$ cat src/rtl/move_scheduler.sv
// move_scheduler: queues manual moves, generates LFSR scramble moves, and issues them over valid/ready.
module move_scheduler #(
   parameter int          DEPTH      = 4,
   parameter int          SCRAMBLE_N = 16,
   parameter logic [15:0] LFSR_SEED  = 16'hACE1
) (
   input  logic       clk_d,
   input  logic       rst,
   input  logic [1:0] game_status,
   input  logic [3:0] act_flag,
   input  logic       random_sw,
   input  logic       mv_ready,
   output logic       mv_valid,
   output logic [1:0] mv_dir,
   output logic       mv_scramble,
   output logic       scramble_done,
   output logic [7:0] step_number,
   output logic       q_ovf
);
   localparam int AW = $clog2(DEPTH);
   localparam logic [2:0] IDLE = 3'd0, INIT_ENTRY = 3'd1, SCRAMBLE = 3'd2, SCR_DONE = 3'd3, PLAY = 3'd4, WON = 3'd5;
   logic [2:0]    state, state_n;
   logic [1:0]    st_q;
   logic          chg;
   logic [15:0]   lfsr;
   logic [7:0]    scnt;
   logic [1:0]    prev_dir, scr_dir, req_dir, od;
   logic          prev_v, ov;
   logic [1:0]    mem [DEPTH];
   logic [AW-1:0] wp, rp;
   logic [AW:0]   cnt;
   logic          hs_s, hs_p, push_req, push, pop, full, flush;

   always_ff @(posedge clk_d or negedge rst)
      if (!rst) begin
         state <= IDLE;
         st_q  <= 2'b00;
      end else begin
         state <= state_n;
         st_q  <= game_status;
      end

   // A status change always wins; status 10 runs its own small sub-sequence.
   always_comb begin
      chg     = game_status != st_q;
      state_n = state;
      case (game_status)
         2'b00:   state_n = IDLE;
         2'b01:   state_n = PLAY;
         2'b11:   state_n = WON;
         default: state_n = chg ? INIT_ENTRY :
                            state == INIT_ENTRY ? (random_sw ? SCRAMBLE : SCR_DONE) :
                            (state == SCRAMBLE && scnt == '0) ? SCR_DONE : state;
      endcase
   end

   always_comb begin
      scr_dir       = (prev_v && lfsr[1:0] == (prev_dir ^ 2'b01)) ? lfsr[1:0] ^ 2'b10 : lfsr[1:0];
      mv_scramble   = state == SCRAMBLE && scnt != '0;
      mv_valid      = mv_scramble || (state == PLAY && ov);
      mv_dir        = mv_scramble ? scr_dir : (state == PLAY ? od : 2'b00);
      scramble_done = state == SCR_DONE;
      hs_s          = mv_scramble && mv_ready;
      hs_p          = state == PLAY && ov && mv_ready;
      full          = (cnt + {{AW{1'b0}}, ov}) == (AW+1)'(DEPTH);
      req_dir       = act_flag[0] ? 2'd0 : act_flag[1] ? 2'd1 : act_flag[2] ? 2'd2 : 2'd3;
      push_req      = state == PLAY && !chg && |act_flag;
      flush         = chg || state != PLAY;
      pop           = cnt != '0 && (!ov || hs_p);
      push          = push_req && (!full || hs_p);
   end

   always_ff @(posedge clk_d)
      if (push) mem[wp] <= req_dir;

   // The output register counts toward capacity, so DEPTH moves fit in total.
   always_ff @(posedge clk_d or negedge rst)
      if (!rst) begin
         lfsr        <= LFSR_SEED;
         scnt        <= '0;
         prev_dir    <= 2'b00;
         prev_v      <= 1'b0;
         wp          <= '0;
         rp          <= '0;
         cnt         <= '0;
         ov          <= 1'b0;
         od          <= 2'b00;
         step_number <= '0;
         q_ovf       <= 1'b0;
      end else begin
         if (state == INIT_ENTRY) begin
            scnt   <= 8'(SCRAMBLE_N);
            prev_v <= 1'b0;
         end else if (hs_s) begin
            scnt     <= scnt - 1'b1;
            prev_dir <= scr_dir;
            prev_v   <= 1'b1;
            lfsr     <= {1'b0, lfsr[15:1]} ^ (lfsr[0] ? 16'hB400 : 16'h0000);
         end
         if (flush) begin
            wp  <= '0;
            rp  <= '0;
            cnt <= '0;
            ov  <= 1'b0;
         end else begin
            wp  <= wp + AW'(push);
            rp  <= rp + AW'(pop);
            cnt <= cnt + (AW+1)'(push) - (AW+1)'(pop);
            ov  <= pop | (ov & ~hs_p);
            if (pop) od <= mem[rp];
         end
         step_number <= (state_n == IDLE || state_n == INIT_ENTRY) ? 8'd0 :
                        (hs_p && step_number != 8'd99) ? step_number + 1'b1 : step_number;
         q_ovf       <= push_req && full && !hs_p;
      end
endmodule

$ cat config.mk
export PLATFORM = sky130hd
export DESIGN_NAME = move_scheduler
export DESIGN_NICKNAME = d
export VERILOG_FILES = /design/src/rtl/move_scheduler.sv
export SDC_FILE = /design/constraint.sdc
export NUM_CORES = 1
export LEC_CHECK = 0
export BUFFER_PORTS_ARGS = -buffer_cell sky130_fd_sc_hd__buf_2
export CELL_PAD_IN_SITES_DETAIL_PLACEMENT = 1
export CELL_PAD_IN_SITES_GLOBAL_PLACEMENT = 1
export CORE_ASPECT_RATIO = 0.75
export CORE_MARGIN = 2
export CORE_UTILIZATION = 35
export CTS_CLUSTER_SIZE = 20
export DETAILED_ROUTE_END_ITERATION = 10
export GPL_TIMING_DRIVEN = 0
export PLACE_DENSITY_LB_ADDON = 0.1
export SETUP_SLACK_MARGIN = 0.3
export SYNTH_ARGS = -nofsm -noshare
export SYNTH_HDL_FRONTEND = slang
export SYNTH_SLANG_ARGS = --single-unit
$ cat constraint.sdc
create_clock -name clk_d -period 2.7 [get_ports clk_d]
set_input_delay 0.27 -clock clk_d [delete_from_list [all_inputs] [get_ports clk_d]]
set_output_delay 0.27 -clock clk_d [all_outputs]
set_load 0.005 [all_outputs]
==> out/results.tsv <==
metric	value	unit
die extent in x	108	microns
Fmax achieved	0.359	GHz
actual slew at the worst max-slew pin	1.22	ns
slowest CP cell	dfrtp_2	
Setup-failing EPs final	1	
met3 GRT Util	5.00	%
clk root buf	clkbuf_8	
Setup crit start kind	flop	
number of distinct library cells after synthesis	46	
net switching power	0.418	mW
critical path, cell by cell	or3b_4, o211ai_2, or3b_4, buf_6, ha_4, inv_2, ha_4, inv_2, fa_2, xor2_2, xnor2_1, nor2_1	
layout cells sized above 1	37.1	%
Leak	1.50	nW
Final Slew Violations	0	
Max-slew headroom	18.9	%
Post-DP Area	0.00314	sq mm
Hold Buf Count CTS	0	
clock latency on the worst-skew pair	0.34	ns
vias	1959	
CP arrival	3.01	ns
RSZ-0062 raised after global routing	true	
Num CTS Buffers	9	
Req. time, crit path	2.93	ns
Logic pwr share	5.4	%
cell internal pwr	1.37	mW
nets@finish	308	
CP bufs+invs	3	
gr usage total	15.0	%
kind of critical path	flop to flop	
first-pass GRT wire length	9940	microns
TritonCTS clock tree	done	
FFs w/ async S/R, synth	86.4	%
row count	28	
non-filler cells, final	399	
via/cell ratio	4.91	
vias in the first global route	1989	
initial antenna violation count	0	
Area Growth Syn to Fin	22.4	%
I/O pins	24	
DR WL/cell	15.2	microns
Syn Area/Cell	11.7	sq um
Final Skew	0.00860	ns
Reg power frac	51.2	%
crit-path max FO	3	
GR peak layer	met2	
fin crit share	103	%
Post-Syn Area	0.00283	sq mm
antenna-violating nets left	0	
initial core utilization	35.9	%
die height	81.9	microns
Worst Hold Launch	game_status[1]	
Hold Violations, Final	0	
hold slack	0.0922	ns
HPWL Detailed	4060	microns
Crit Reg-Reg Startpoint	state[0]	
# DRC	0	
Max Root-Sink Buffers	2	
Most used DFF post-synth	dfrtp_1	
clock power share	43.5	%
Warnings, synthesis	0	
Post-Syn Nets	262	
Seq/Total Area, Yosys	53.9	%
clock-pin slew on the worst setup and hold paths	0.07	ns
clock sink count	59	
DRT iter0 DRCs	25	
setup ws final	-0.0827	ns
number of synthesized flops with an enable pin	8	
worst stage delay on the critical path	0.42	ns
Die ar.	0.00884	sq mm
PD cells	514	mW/mm^2
M1 GR Usage	20.0	%
CTS H-tree depth	3	
Mapped Cells	243	
core region area	0.00788	sq mm
final cell area excluding filler cells	0.00347	sq mm
failing checks	setup timing	
Crit. End Element	flop	
met2 Track Usage GR	22.3	%
First-pass DRT Iterations	4	
Placed Instances	370	
most common cell after layout, fill and taps aside	dfrtp_1	
total grt overflow	0	
worst hold path class	input port to flop	
pin count of the biggest net entering global routing	52	
status	finished, violations left	
commonest non-fill, non-tap cells in the layout	dfrtp_1 (40), buf_2 (24), nor2_1 (22)	
critical path's top delay family	simple AND/OR/NAND/NOR gates	
Max VDD drop	0.000257	V
drt total wl	6070	microns
Tmin final	2.78	ns
I/O Buffers	22	
GP Congestion	0.713	
# Max-Cap Violations	0	
n_diodes	0	
Critical path origin	state[0]	
Switching Share	23.4	%
post-synthesis register bit count	59	
cell families after synthesis:
family	share of synthesized area, %
DFF	53.9
xor gates and xnor gates	5.26
AOI/OAI and AO/OA	7.29
muxes	9.05
adders and majority gates	4.24
and+or+nand+nor	17.0
buffers and inverters	3.22
cell usage after synthesis (4+ instances only):
cell,n,share of area [%]
mux2_2,17,6.8
nor3b_2,4,1.8
edfxtp_1,8,8.5
nor2_1,23,3.0
ha_1,8,3.5
nand2_1,10,1.3
xnor2_1,14,4.3
nor3_1,8,1.4
dfrtp_1,43,38
a21oi_1,10,1.8
dfstp_2,8,7.4
nor2b_1,4,0.88
nand3_1,5,0.88
o21ai_0,10,1.8
inv_1,12,1.6
layout make-up:
cell class	instances	area [sq um]
flip-flops and latches	59	1530
multi-input cells	163	1300
inverters	12	45.0
plain buffers	9	65.1
clock buffers	10	128
well taps	105	131
clock inverters	6	57.6
repair buffers	35	208
fillers	872	4410
worst reg2reg max path, cell delays in order, from the launching register on:
cell and delay (ns):
dfrtp_2 0.42, or3b_4 0.41, o211ai_2 0.20, or3b_4 0.41
buf_6 0.13, ha_4 0.20, inv_2 0.06, ha_4 0.12
inv_2 0.03, fa_2 0.35, xor2_2 0.16, xnor2_1 0.14
nor2_1 0.05
power by group through the flow:
stage	combinational [mW]	sequential, mW	clock (mW)
2_1_floorplan	0.0435	0.930	0
3_3_place_gp	0.0794	0.931	0
3_5_place_dp	0.0799	0.931	0
4_1_cts	0.0922	0.912	0.816
5_1_grt	0.108	0.912	0.847
6_report	0.0959	0.912	0.775
stage by stage:
| stage | total power, mW | utilization, % | TNS [ns] | setup WS, ns |
|---|---|---|---|---|
| 2_1_floorplan | 0.973 | - | 0 | 0.0204 |
| 5_1_grt | 1.87 | 44.0 | -0.222 | -0.191 |
| 3_3_place_gp | 1.01 | 39.8 | -0.292 | -0.228 |
| 3_5_place_dp | 1.01 | 39.8 | -0.307 | -0.226 |
| 6_report | 1.78 | 44.0 | -0.0827 | -0.0827 |
| 4_1_cts | 1.82 | 43.1 | -0.0748 | -0.0748 |
sequential cells by signal (all words and copies together), names as in the netlist:
name	count
prev_v	1
q_ovf	1
od	2
wp	2
step_number	8
mem	8
rp	2
scnt	8
prev_dir	2
lfsr	16
cnt	3
st_q	2
ov	1
state	3
timing repair:
item / 4_1_cts / 5_1_grt
gates cloned: 0 / 0
buffers inserted: 8 / 5
pin swaps: 7 / 2
setup endpoints to repair: 6 / 5
resized for setup: 6 / 11
metal layers:
| layer | part of all wire (%) | vias to the layer above |
|---|---|---|
| li1 | - | 953 |
| met5 | 0 | - |
| met1 | 49 | 963 |
| met3 | 2.9 | 15 |
| met4 | 2.4 | 0 |
| met2 | 45 | 28 |
path summary, 6_finish.rpt:
path / slack [ns] / endpoint / depth (start not counted)
min in group asynchronous: 0.19 / wp[1] / 1
hold reg to reg: 0.49 / lfsr[13] / 2
hold / removal: 0.09 / st_q[1] / 1
max in group asynchronous: 1.70 / state[0] / 1
setup / recovery: -0.08 / cnt[2] / 12
setup reg to reg: -0.08 / cnt[2] / 12
Note: power is estimated with default switching activity, not from simulation.
